--- config.mk ---
export PLATFORM = sky130hd
export DESIGN_NAME = frog_move_ctrl
export DESIGN_NICKNAME = d
export VERILOG_FILES = /design/src/rtl/frog_pkg.sv /design/src/rtl/frog_btn_latch.sv /design/src/rtl/frog_move_ctrl.sv
export SDC_FILE = /design/constraint.sdc
export NUM_CORES = 1
export LEC_CHECK = 0
export ABC_AREA = 1
export CORE_AREA = 2 2 141 143
export DETAILED_ROUTE_END_ITERATION = 7
export DIE_AREA = 0 0 143 145
export PLACE_DENSITY_LB_ADDON = 0.3
export SYNTH_ARGS = -nofsm -noshare
export SYNTH_HDL_FRONTEND = slang
export SYNTH_SLANG_ARGS = --single-unit
--- constraint.sdc ---
create_clock -name clk -period 3.5 [get_ports clk]
set_input_delay 0.525 -clock clk [delete_from_list [all_inputs] [get_ports clk]]
set_output_delay 0.525 -clock clk [all_outputs]
set_load 0.02 [all_outputs]
--- src/rtl/frog_pkg.sv ---
`default_nettype none
// frog_pkg -- shared facing/state types, screen constants and a step helper (rev 1.0).
// Used by frog_move_ctrl and frog_btn_latch; the FROG_DRIFT_EN build option lives in the top.
package frog_pkg;

  typedef enum logic [1:0] {
    UP    = 2'b00,
    DOWN  = 2'b01,
    LEFT  = 2'b10,
    RIGHT = 2'b11
  } facing_t;

  typedef enum logic [1:0] {
    IDLE    = 2'b00,
    HOP     = 2'b01,
    DEAD    = 2'b10,
    RESPAWN = 2'b11
  } state_t;

  localparam int SCREEN_W = 640;
  localparam int SCREEN_H = 480;
  localparam int TILE_PX  = 32;

  // Moves pos one step toward tgt; positions stay step-aligned so this lands exactly.
  function automatic logic [9:0] step_toward(
    input logic [9:0] pos,
    input logic [9:0] tgt,
    input logic [9:0] step
  );
    logic [9:0] res;
    res = pos;
    if (pos < tgt) begin
      res = pos + step;
    end else if (pos > tgt) begin
      res = pos - step;
    end
    return res;
  endfunction

endpackage
`default_nettype wire

--- src/rtl/frog_btn_latch.sv ---
`default_nettype none
// frog_btn_latch -- button rising-edge detect, up>down>left>right priority, one-entry request (rev 1.0).
module frog_btn_latch
  import frog_pkg::*;
(
  input  logic    clk,
  input  logic    reset,
  input  logic    btn_up,
  input  logic    btn_down,
  input  logic    btn_left,
  input  logic    btn_right,
  input  logic    clear,
  input  logic    block,
  output logic    req_valid,
  output facing_t req_dir
);

  logic [3:0] r_prev;
  logic [3:0] w_level;
  logic [3:0] w_rise;
  facing_t    w_dir;

  assign w_level = {btn_up, btn_down, btn_left, btn_right};
  assign w_rise  = w_level & ~r_prev;

  always_comb begin
    w_dir = RIGHT;
    if (w_rise[3]) begin
      w_dir = UP;
    end else if (w_rise[2]) begin
      w_dir = DOWN;
    end else if (w_rise[1]) begin
      w_dir = LEFT;
    end
  end

  // A fresh edge beats a same-cycle consume, so a press on the serving tick is not lost.
  always_ff @(posedge clk or posedge reset) begin
    if (reset) begin
      r_prev    <= 4'b0000;
      req_valid <= 1'b0;
      req_dir   <= UP;
    end else begin
      r_prev <= w_level;
      if (block) begin
        req_valid <= 1'b0;
      end else if (|w_rise) begin
        req_valid <= 1'b1;
        req_dir   <= w_dir;
      end else if (clear) begin
        req_valid <= 1'b0;
      end
    end
  end

endmodule
`default_nettype wire

--- src/rtl/frog_move_ctrl.sv ---
`default_nettype none
// frog_move_ctrl -- frame-paced tile hops, death hold and respawn for the frog sprite (rev 1.0).
// Define FROG_DRIFT_EN to add the drift_dx input (log/turtle carry while idle).
module frog_move_ctrl
  import frog_pkg::*;
#(
  parameter int TILE        = TILE_PX,
  parameter int HOP_STEP    = 4,
  parameter int MIN_X       = 0,
  parameter int MAX_X       = 608,
  parameter int MIN_Y       = 32,
  parameter int MAX_Y       = 448,
  parameter int START_X     = 304,
  parameter int START_Y     = 448,
  parameter int DEAD_FRAMES = 60
) (
  input  logic              clk,
  input  logic              reset,
  input  logic              frame_tick,
  input  logic              btn_up,
  input  logic              btn_down,
  input  logic              btn_left,
  input  logic              btn_right,
  input  logic              kill,
`ifdef FROG_DRIFT_EN
  input  logic signed [3:0] drift_dx,
`endif
  output logic [9:0]        frog_x,
  output logic [9:0]        frog_y,
  output logic [9:0]        frog_size,
  output logic [1:0]        facing,
  output logic              hopping,
  output logic              dead,
  output logic              hop_pulse,
  output logic              home_pulse
);

  localparam int STEPS = TILE / HOP_STEP;
  localparam int CW    = $clog2(STEPS) + 1;
  localparam int FW    = $clog2(DEAD_FRAMES) + 1;

  localparam logic [9:0]    C_TILE     = 10'(TILE);
  localparam logic [9:0]    C_STEP     = 10'(HOP_STEP);
  localparam logic [CW-1:0] LAST_STEP  = CW'(STEPS - 1);
  localparam logic [FW-1:0] LAST_FRAME = FW'(DEAD_FRAMES - 1);

  state_t        r_state;
  logic [9:0]    r_tgt_x;
  logic [9:0]    r_tgt_y;
  logic [CW-1:0] r_step_cnt;
  logic [FW-1:0] r_frame_cnt;

  logic          w_req_valid;
  facing_t       w_req_dir;
  logic          w_kill_take;
  logic          w_consume;
  logic          w_block;
  logic          w_move_ok;
  logic [9:0]    w_tgt_x;
  logic [9:0]    w_tgt_y;
  logic [CW-1:0] w_step_next;

  assign frog_size   = C_TILE;
  assign w_kill_take = kill && (r_state != DEAD);
  assign w_consume   = (r_state == IDLE) && frame_tick && w_req_valid && !w_kill_take;
  assign w_block     = (r_state == DEAD);
  assign w_step_next = r_step_cnt + CW'(1);

  frog_btn_latch u_btn_latch (
    .clk       (clk),
    .reset     (reset),
    .btn_up    (btn_up),
    .btn_down  (btn_down),
    .btn_left  (btn_left),
    .btn_right (btn_right),
    .clear     (w_consume),
    .block     (w_block),
    .req_valid (w_req_valid),
    .req_dir   (w_req_dir)
  );

  // Bounds are tested before any subtraction so the 10-bit target never wraps.
  always_comb begin
    w_move_ok = 1'b0;
    w_tgt_x   = frog_x;
    w_tgt_y   = frog_y;
    case (w_req_dir)
      UP: begin
        if (frog_y >= 10'(MIN_Y + TILE)) begin
          w_move_ok = 1'b1;
          w_tgt_y   = frog_y - C_TILE;
        end
      end
      DOWN: begin
        if ((11'(frog_y) + 11'(TILE)) <= 11'(MAX_Y)) begin
          w_move_ok = 1'b1;
          w_tgt_y   = frog_y + C_TILE;
        end
      end
      LEFT: begin
        if (frog_x >= 10'(MIN_X + TILE)) begin
          w_move_ok = 1'b1;
          w_tgt_x   = frog_x - C_TILE;
        end
      end
      default: begin
        if ((11'(frog_x) + 11'(TILE)) <= 11'(MAX_X)) begin
          w_move_ok = 1'b1;
          w_tgt_x   = frog_x + C_TILE;
        end
      end
    endcase
  end

`ifdef FROG_DRIFT_EN
  logic signed [10:0] w_drift_sum;
  logic               w_drift_out;

  always_comb begin
    w_drift_sum = $signed({1'b0, frog_x}) + $signed({{7{drift_dx[3]}}, drift_dx});
    w_drift_out = (w_drift_sum < $signed(11'(MIN_X))) || (w_drift_sum > $signed(11'(MAX_X)));
  end
`endif

  always_ff @(posedge clk or posedge reset) begin
    if (reset) begin
      r_state     <= IDLE;
      frog_x      <= 10'(START_X);
      frog_y      <= 10'(START_Y);
      facing      <= UP;
      r_tgt_x     <= 10'(START_X);
      r_tgt_y     <= 10'(START_Y);
      r_step_cnt  <= '0;
      r_frame_cnt <= '0;
      hopping     <= 1'b0;
      dead        <= 1'b0;
      hop_pulse   <= 1'b0;
      home_pulse  <= 1'b0;
    end else begin
      hop_pulse  <= 1'b0;
      home_pulse <= 1'b0;
      if (w_kill_take) begin
        // Kill overrides any tick in the same clk, including the landing of a hop.
        r_state     <= DEAD;
        dead        <= 1'b1;
        hopping     <= 1'b0;
        r_frame_cnt <= '0;
      end else begin
        case (r_state)
          IDLE: begin
            if (frame_tick) begin
              if (w_req_valid) begin
                facing    <= w_req_dir;
                hop_pulse <= 1'b1;
                if (w_move_ok) begin
                  // The accepting tick already takes the first step of the hop.
                  r_tgt_x    <= w_tgt_x;
                  r_tgt_y    <= w_tgt_y;
                  frog_x     <= step_toward(frog_x, w_tgt_x, C_STEP);
                  frog_y     <= step_toward(frog_y, w_tgt_y, C_STEP);
                  r_step_cnt <= '0;
                  r_state    <= HOP;
                  hopping    <= 1'b1;
                end
              end
`ifdef FROG_DRIFT_EN
              else if (w_drift_out) begin
                r_state     <= DEAD;
                dead        <= 1'b1;
                r_frame_cnt <= '0;
              end else begin
                frog_x <= w_drift_sum[9:0];
              end
`endif
            end
          end
          HOP: begin
            if (frame_tick) begin
              r_step_cnt <= w_step_next;
              if (w_step_next == LAST_STEP) begin
                frog_x     <= r_tgt_x;
                frog_y     <= r_tgt_y;
                r_state    <= IDLE;
                hopping    <= 1'b0;
                home_pulse <= (r_tgt_y == 10'(MIN_Y));
              end else begin
                frog_x <= step_toward(frog_x, r_tgt_x, C_STEP);
                frog_y <= step_toward(frog_y, r_tgt_y, C_STEP);
              end
            end
          end
          DEAD: begin
            if (frame_tick) begin
              if (r_frame_cnt == LAST_FRAME) begin
                r_state <= RESPAWN;
                dead    <= 1'b0;
              end else begin
                r_frame_cnt <= r_frame_cnt + FW'(1);
              end
            end
          end
          RESPAWN: begin
            frog_x  <= 10'(START_X);
            frog_y  <= 10'(START_Y);
            facing  <= UP;
            r_state <= IDLE;
          end
          default: begin
            r_state <= IDLE;
          end
        endcase
      end
    end
  end

endmodule
`default_nettype wire

==> flow_metrics.env <==
export IMPL_grt_overflow_total=0
export IMPL_hold_start="hopping"
export IMPL_hold_viol=0
export IMPL_root_buffer="clkbuf_16"
export IMPL_fp_row_count=51
export IMPL_cts_tree="done"
export IMPL_fin_skew_ps=7.196
export IMPL_syn_avg_cell_area_um2=7.235
export IMPL_finalWorstSetupSlack_ps=215.1
export IMPL_antenna_found_initial=0
export IMPL_tightest_slew_ps=828.3
export IMPL_reg2reg_depth=26
export IMPL_cp_startpoint="frog_x[5]"
export IMPL_synth_warnings=0
export IMPL_drt_antenna_violating_nets=0
export IMPL_hold_buffers=0
export IMPL_synthTopCellsByArea="dfrtp_1 (24%), nand2_1 (12%), ha_1 (11%)"
export IMPL_synthCells=782
export IMPL_gr_usage_met2_pct=24.45
export IMPL_cp_start_kind="flip-flop"
export IMPL_timing_critical_path_to_type="flip-flop"
export IMPL_grt_max_degree=27
export IMPL_finalWirelength_um=16320
export IMPL_rsz0062_at_grt="yes"
export IMPL_pre_cts_ws_ps=91.33
export IMPL_synth_area_leader_cell="dfrtp_1"
export IMPL_multi_input_area_um2=3377
export IMPL_ios=44
export IMPL_timing_rr_start="frog_x[5]"
export IMPL_start_util_pct=29.46
export IMPL_wl_per_cell_um=14.81
export IMPL_yosysTopAreaCellShare_pct=23.88
export IMPL_num_antenna_cells=0
export IMPL_grtUsageMet1_pct=22.51
export IMPL_grt_busiest_layer="met2"
export IMPL_clock_sinks=66
export IMPL_holdPathStages=2
export IMPL_slew_limit_headroom_pct=44.19
export IMPL_grtUsageTotal_pct=16.04
export IMPL_areaGrowthSynthToFinish_pct=19.26
export IMPL_die_area_um2=20740
export IMPL_period_share_pct=93.85
export IMPL_synth_most_common_cell="nand2_1"
export IMPL_vias_per_cell=4.869
export IMPL_gp_congestion=0.9168
export IMPL_numCtsBuffers=9
export IMPL_syn_cell_area_um2=5658
export IMPL_htreeDepth=3
export IMPL_port_buffers=33
export IMPL_drt_pass1_iterations=5
export IMPL_cap_violations=0
export IMPL_crit_fanout=7
export IMPL_clk_path_buf_depth=2
export IMPL_seqCellArea_um2=1669
export IMPL_criticalPathCategory="flip-flop to flip-flop"
export IMPL_worstPathArrival_ps=3550
export IMPL_fp_dieH_um=145
export IMPL_fin_cells=1102
export IMPL_drive_above_1_share_pct=14.81
export IMPL_ys_seq_area_share_pct=29.46
export IMPL_place_inst=1080
export IMPL_gr_usage_met3_pct=2.970
export IMPL_ys_flop_type="dfrtp_1"
export IMPL_nets=891
export IMPL_vias=5366
export IMPL_grt_pass1_wl_um=26230
export IMPL_cp_required_ps=3770
export IMPL_grt_pass1_vias=4975
export IMPL_drc_errors=0
export IMPL_ys_ff_latch=66
export IMPL_period_needed_ps=3285
export IMPL_coreArea_um2=19210
export IMPL_final_max_slew_viol_count=0
export IMPL_status="finished clean"
export IMPL_clk_pin_slew_ps=60
export IMPL_hp_class="flip-flop to flip-flop"
export IMPL_clkLatencyLatePin_ps=350
export IMPL_dp_hpwl_um=12310
export IMPL_synth_edf_count=0
export IMPL_fill_cells=2052
export IMPL_drt_iter0_drc=353
export IMPL_ys_async_sr_fraction_pct=100.0
export IMPL_dieWidth_um=143
export IMPL_ff2ff_setup_slack_ps=220
export IMPL_fmaxAchievable_mhz=304.4
export IMPL_synth_cell_types=44
export IMPL_synthTopCellsByCount="nand2_1 (187), inv_1 (94), nand3_1 (59)"
export IMPL_final_setup_viol_count=0
==> timing repair <==
action                     CTS  global route
buffers inserted             0             6
hold endpoints to repair     0             0
gates resized for setup      0            24
setup endpoints to repair    0            20
==> critical path, stage by stage, from the launching register on <==
cell and delay [ps]:
dfstp_2 560, inv_4 70, ha_4 270, nand2_1 50, inv_1 50, nand3_1 80
nand2_1 70, nand3_1 70, nand2_2 110, nand2_4 90, inv_4 70, o21ai_0 70
o21ai_1 200, inv_1 70, ha_1 290, nand2_1 70, nor2_2 130, nand2_1 80
o21ai_2 70, nor2_2 70, buf_4 140, inv_4 80, nand2_1 60, nand3_1 70
o2111ai_1 150, nand2_1 90, o21ai_1 60
==> cell type report <==
| cell class | count | share of cell area (%) |
|---|---|---|
| tap | 265 | 4.914 |
| clock inverter | 5 | 0.9086 |
| inverter | 104 | 5.897 |
| multi-input combinational | 577 | 50.05 |
| timing repair buffer | 74 | 9.753 |
| sequential | 66 | 24.74 |
| clock buffer | 11 | 3.746 |
==> through the flow <==
stage	TNS, ps	instance area [um^2]	hold slack (ps)	util, %
4_1_cts	0	6628	484.3	34.51
3_5_place_dp	0	6314	464.0	32.87
2_1_floorplan	0	5688	453.0	-
5_1_grt	-121.0	6748	500.5	35.13
6_report	0	6748	472.6	35.13
3_3_place_gp	0	6314	464.5	32.87
==> flip-flops by register name (all words and copies together) (netlist names) <==
| signal | flops |
|---|---|
| frog_x | 10 |
| frog_y | 10 |
| r_tgt_x | 10 |
| r_tgt_y | 10 |
| r_frame_cnt | 7 |
| r_step_cnt | 4 |
| u_btn_latch.r_prev | 4 |
| facing | 2 |
| r_state | 2 |
| u_btn_latch.req_dir | 2 |
| dead | 1 |
| home_pulse | 1 |
| hop_pulse | 1 |
| hopping | 1 |
| u_btn_latch.req_valid | 1 |
==> cells by family (layout without fill, tap and decap cells) <==
family	count (synthesis)	in the layout	synth area share [%]
AOI/OAI and AO/OA	150	150	15.41
adders and majority gates	51	51	11.28
and+or+nand+nor	336	336	26.63
DFF	66	66	29.46
buffers and inverters	147	194	12.45
xor gates and xnor gates	30	30	4.644
other	2	10	0.1327
==> final timing paths <==
path | to
min | hopping
max in group asynchronous | frog_x[5]
min reg2reg | hopping
max reg2reg | frog_x[4]
max | frog_x[4]
min in group asynchronous | r_step_cnt[3]
==> cell usage in the layout, fill, tap and decap left out, types with 4 or more instances in the layout <==
cell type,netlist,final
inv_1,94,92
ha_1,51,50
xnor2_1,4,4
o21ai_0,55,51
o21ai_1,14,17
clkdlybuf4s50_1,0,33
conb_1,2,10
dfstp_2,12,12
nand2_2,5,7
nor2_2,5,7
o211ai_1,14,14
o21bai_1,7,7
inv_2,8,8
nor3_1,6,6
dfrtp_1,54,52
nor2_1,46,44
o22ai_1,7,7
nand4_1,12,12
nand3_1,59,59
buf_4,23,38
clkbuf_16,0,9
a21oi_1,33,31
xor2_1,26,25
nand2_1,187,184
o21ai_2,7,8
==> routing by layer <==
metal	vias to the layer above	wire length, um	part of all wire, %
li1	2665	-	-
met1	2518	7735	47
met2	165	7257	44
met3	18	1042	6.4
met4	0	283	1.7
met5	-	0	0
Power is left out: the tool's default activity adds up to more than one toggle a clock period on the data nets, which glitch-free logic cannot reach.
